[src/rtl/mod_counter.sv]
// mod_counter: modulo-(MAX_VAL+1) up/down counter with combinational carry-out for cascading.
// Parallel load (with clamp to MAX_VAL) exists only when MOD_COUNTER_LOAD_EN is defined.
module mod_counter #(
  parameter int WIDTH   = 4,
  parameter int MAX_VAL = 9
) (
  input  logic             clk,
  input  logic             rst,
  input  logic             clr,
  input  logic             load,
  input  logic [WIDTH-1:0] load_val,
  input  logic             en,
  input  logic             up,
  output logic [WIDTH-1:0] count,
  output logic             tc
);

  localparam logic [WIDTH-1:0] MAX_V = WIDTH'(MAX_VAL);

  logic             load_act;
  logic [WIDTH-1:0] load_data;
  logic             at_max;
  logic             at_zero;
  logic [WIDTH-1:0] count_inc;
  logic [WIDTH-1:0] count_dec;

`ifdef MOD_COUNTER_LOAD_EN
  assign load_act  = load;
  assign load_data = (load_val > MAX_V) ? MAX_V : load_val;
`else
  // Ports kept for drop-in compatibility; their values never reach the counter.
  logic unused_load;
  assign unused_load = ^{load, load_val};
  assign load_act    = 1'b0;
  assign load_data   = '0;
`endif

  assign at_max    = (count == MAX_V);
  assign at_zero   = (count == '0);
  assign count_inc = at_max  ? '0    : count + WIDTH'(1);
  assign count_dec = at_zero ? MAX_V : count - WIDTH'(1);

  // Carry-out is suppressed whenever a higher-priority action overrides counting.
  assign tc = rst & ~clr & ~load_act & en & ((up & at_max) | (~up & at_zero));

  always_ff @(posedge clk) begin
    if (!rst) begin
      count <= '0;
    end else if (clr) begin
      count <= '0;
    end else if (load_act) begin
      count <= load_data;
    end else if (en) begin
      count <= up ? count_inc : count_dec;
    end
  end

endmodule

[config.mk]
export PLATFORM = sky130hd
export DESIGN_NAME = mod_counter
export DESIGN_NICKNAME = d
export VERILOG_FILES = /design/src/rtl/mod_counter.sv
export SDC_FILE = /design/constraint.sdc
export NUM_CORES = 1
export LEC_CHECK = 0
export CORE_AREA = 2 2 39 41
export DETAILED_ROUTE_END_ITERATION = 8
export DIE_AREA = 0 0 41 43
export PLACE_DENSITY_LB_ADDON = 0.05
export RECOVER_POWER = 50
export SYNTH_ARGS = -nofsm -noshare
export SYNTH_HDL_FRONTEND = slang
export SYNTH_SLANG_ARGS = --single-unit
[constraint.sdc]
create_clock -name clk -period 0.95 [get_ports clk]
set_input_delay 0.285 -clock clk [delete_from_list [all_inputs] [get_ports clk]]
set_output_delay 0.285 -clock clk [all_outputs]
set_load 0.05 [all_outputs]
* Yosys cells after proc, flatten, opt, wreduce, memory -nomap -nowiden
Cells that the tools add are included.
Cells by class: add/subtract/negate cells 2, equality and inequality tests 1, mux-type cells 3, bitwise gates (word level) 9, reductions and logical operators 2
Operators by type and width (count):
- $mux 4 | 3
- $and 1x1->1 | 5
- $add 4x1->4 const B | 1
- $eq 4x4->1 const B | 1
- $logic_not 4->1 | 1
- $sub 4x1->4 const B | 1
- $not 1->1 | 3
- $reduce_or 2->1 | 1
- $or 1x1->1 | 1
Storage, ports and cells: register bits after elaboration 4, bits of input ports 10, logic and storage cells 18

* Logic depth before layout (Yosys ltp)
Gate-level depths: netlist (run 1).
depth in word-level cells 4, depth in mapped cells 5, depth with buffers taken out 4

* Least setup slack after synthesis (run 1)
No wires, ideal clock.
kind flip-flop to output port, start point register count[0], end point output port tc, arrival time 2.008 ns, path slack -1.343 ns, stages on the path, launching flop included 5, path buffers 1, path through dfxtp_1 -> buf_4 -> nor3_2 -> a21oi_1 -> nor3_1
On the way: word-level cells in the longest chain between the ends 4
RTL lines:
- start: declaration | line 14 | output logic [WIDTH-1:0] count,
- start signal: assignment | line 52 | count <= load_data;
- start signal: assignment | line 54 | count <= up ? count_inc : count_dec;
- $eq 4x4->1 / $logic_not 4->1 (equally long branches) | line 38, 39
- $and 1x1->1 | line 44 | assign tc = rst & ~clr & ~load_act & en & ((up & at_max) | (~up & at_zero));
- $or 1x1->1 * | line 44
- $and 1x1->1 * | line 44
- end: declaration | line 15 | output logic tc
Every way passes the cells marked *; elsewhere a longest branch is shown, timed or not.

* Worst setup path after layout (run 1)
start point register count[2], end point output port tc
Same word-level chain as after synthesis.

==> results of run 1 <==
==> stage by stage <==
| stage | setup TNS [ns] | total power [uW] | cell area, sq um | setup slack (ns) |
|---|---|---|---|---|
| final | -2.25 | 637 | 703 | -0.529 |
| after global routing | -2.53 | 671 | 703 | -0.567 |
| after CTS | -2.24 | 636 | 679 | -0.530 |
| after detailed placement | -3.15 | 371 | 587 | -0.837 |
| after global placement | -3.02 | 367 | 587 | -0.793 |
| after floorplan | -1.07 | 279 | 357 | -0.537 |
==> metal layers <==
metal  track usage (%)  vias to the layer above  part of all wire (%)
met5                 0                        -                     0
met4              4.67                        0                   3.5
met3              8.90                        8                   7.4
met2              20.3                       20                    52
met1              15.5                      187                    37
li1                  -                      208                     -
==> final cells by class <==
cell class | instances | area (sq um)
Timing Repair Buffer | 24 | 293
Fill cell | 134 | 681
Inverter | 3 | 11.3
Multi-Input combinational cell | 34 | 260
Tap cell | 16 | 20.0
Clock buffer | 4 | 26.3
Sequential cell | 4 | 92.6
==> worst max-delay path, stage by stage, from the launching register on <==
cell	delay, ns
sky130_fd_sc_hd__dfxtp_4	0.35
sky130_fd_sc_hd__nor2_4	0.12
sky130_fd_sc_hd__nand2_2	0.09
sky130_fd_sc_hd__nor3_4	0.22
sky130_fd_sc_hd__buf_12	0.16
==> placed cells by master, fill, tap and decap left out, types with 2 or more instances in the layout <==
| cell type | n |
|---|---|
| sky130_fd_sc_hd__a21oi_1 | 3 |
| sky130_fd_sc_hd__a21oi_2 | 2 |
| sky130_fd_sc_hd__buf_12 | 6 |
| sky130_fd_sc_hd__buf_4 | 7 |
| sky130_fd_sc_hd__buf_6 | 7 |
| sky130_fd_sc_hd__clkbuf_4 | 3 |
| sky130_fd_sc_hd__dfxtp_4 | 3 |
| sky130_fd_sc_hd__inv_1 | 3 |
| sky130_fd_sc_hd__nand2_1 | 3 |
| sky130_fd_sc_hd__nor2_1 | 2 |
| sky130_fd_sc_hd__nor3_4 | 3 |
| sky130_fd_sc_hd__o21ai_0 | 2 |
| sky130_fd_sc_hd__o21ai_1 | 2 |
| sky130_fd_sc_hd__xnor2_1 | 2 |
==> how the worst min path moves through the flow <==
| stage | startpoint | to | slack [ns] | cells after the start |
|---|---|---|---|---|
| 2_1_floorplan | up | count[1] | 0.52 | 3 |
| 3_3_place_gp | count[1] | count[1] | 0.62 | 3 |
| 3_5_place_dp | count[1] | count[1] | 0.62 | 3 |
| 4_1_cts | en | count[2] | 0.62 | 3 |
| 5_1_grt | rst | count[1] | 0.49 | 4 |
| 6_report | rst | count[1] | 0.48 | 4 |
==> power by group through the flow <==
stage	logic, uW	registers, uW	clock network (uW)
floorplan	77.9	201	0
global placement	188	180	0
detailed placement	191	180	0
CTS	212	179	245
global route	229	180	262
finish	216	179	241
==> cell families (layout without fill, tap and decap cells) <==
logic type,count (synthesis),after routing,synth area share (%)
buffers and inverters,6,31,11.0
DFF,4,4,25.1
and+or+nand+nor,17,17,29.0
AOI/OAI and AO/OA,14,14,26.7
xor gates and xnor gates,3,3,8.24
==> cells in the mapped netlist (all sizes together) <==
library cell	count	share of area [%]
a31oi	1	2.0
nand2b	2	3.9
a211oi	1	2.4
nor2	3	3.5
a22o	1	2.7
and2	1	2.0
a21oi	5	7.8
xor2	1	2.7
nand3	1	1.6
and2b	1	2.7
nor2b	1	2.0
o2111ai	1	2.7
a311oi	1	2.7
buf	3	7.5
nor3	3	6.3
inv	3	3.5
o21ai	4	6.3
dfxtp	4	25
nand2	4	4.7
nand3b	1	2.4
xnor2	2	5.5
==> what timing repair did <==
action | 4_1_cts | 5_1_grt
endpoints found under the setup margin | 9 | 9
resized for setup | 15 | 6
cloned | 0 | 0
pin swaps | 3 | 8
buffers inserted | 2 | 1
==> metrics.txt, run 1 <==
TritonCTS clock tree yes; part of the Yosys area used for sequential elements 25.1%; clock latency on the worst-skew pair between 0.2 and 0.3 ns; launch point of the worst path count[2]; Final Critical Period ~1.5 ns; wire length of the first global-routing pass about 1600 um; worst setup path category reg2out; fraction of final layout cells with drive strength greater than 1 between 50% and 60%; post-CTS clock slew at the launch and capture registers of the worst setup and hold paths 0.05 ns; number of diodes 0; setup repair after global routing missed its margin yes; Pwr per Cell Area between 900 and 1000 nW/um^2; Bufs on Longest Clock Path 2; worst endpoint data arrival time 1.19 ns; number of buffers added by the clock tree synthesis step 3; total net switching power 194 uW; DR WL/cell about 12 um; part of the total power dissipated in the clock network 37.9%; final core area utilization 50.8%; deepest level of the CTS H-tree 1; Std-Cell Core Area 1380 sq um; Final ANT Viol Nets 0; crit start category register; placed cell count 79; wire length after detailed routing 1020 um; Worst Setup EP tc; violations in the final reports negative setup slack; width of the chip 41 um; count of input and output buffers 9; Worst IR Drop VDD 971 uV; minimum setup slack in the final design -0.529 ns; vertical die dimension 43 um; total nets after synthesis 54; Detailed Route Iter0 Violations 8; Crit Reg-Reg Endpoint count[2]; initial standard-cell utilization of the core 23.1%; Worst R2R Path Depth 5; worst-path maximum fanout 3; overall die area 1760 sq um; detailed-route via count 423; number of global-route vias before repair 376; sequential power share 28.2%; overflow left after global routing 0; count of distinct cell types in the synthesized netlist 24; antenna violations before repair 0; largest net degree at the start of global routing 10; combinational group share of total power 34.0%; worst slack on hold paths 0.476 ns; number of sinks driven by the clock tree 4; Tot GR Track Use 13.8%; Max Cap Violations 0; I/O pin count 15; number of hold buffers added after cts 0; dpl hpwl around 780 um; final worst-path cycle share 156%; standard-cell rows 14; Internal 443 uW; Initial DRT Pass Iterations 4; fmax 676 MHz; outcome complete, but fails checks; pins over their slew limit 0; post-synthesis average cell area 7.25 sq um; CP endpoint kind output port; count of synthesis-stage warnings from yosys 0; number of synthesized register bits 4; flip-flop count of the largest register, all copies and words added 4; switching share of total power a little under a third; hold violation total from the final report 0; CTS root buffer sky130_fd_sc_hd__clkbuf_4; vias per cell 4.98; FF-to-FF setup slack -0.30 ns; data required time at the worst endpoint around 0.66 ns; Min-Delay Path Class in2reg; RD Place Congestion a little over 0.8; Post-route DRC 0; total leakage power 0.000291 uW; Setup Skew between 0.01 and 0.015 ns; Cell Count, Final, Fillers Out 85; Finish-stage setup viols 8; worst max-slew margin expressed relative to the limit 78.0%; biggest regs count: 4 flops; Final Net Count 80; Layout area overhead 120%; measured slew at the worst slew-check pin between 0.3 and 0.4 ns; Post-Synthesis Cell Area approximately 320 sq um; count of mapped cells out of synthesis 44; Reg2Reg Launch Point count[2]; register with the most flip-flops count
No activity file was read; power rests on OpenSTA's default activity.
==> run 2: changes to the inputs <==
ABC_AREA = 0   (was default)
==> results of run 2 <==
No change in the layout: final DEF, timing and power equal those of run 1.
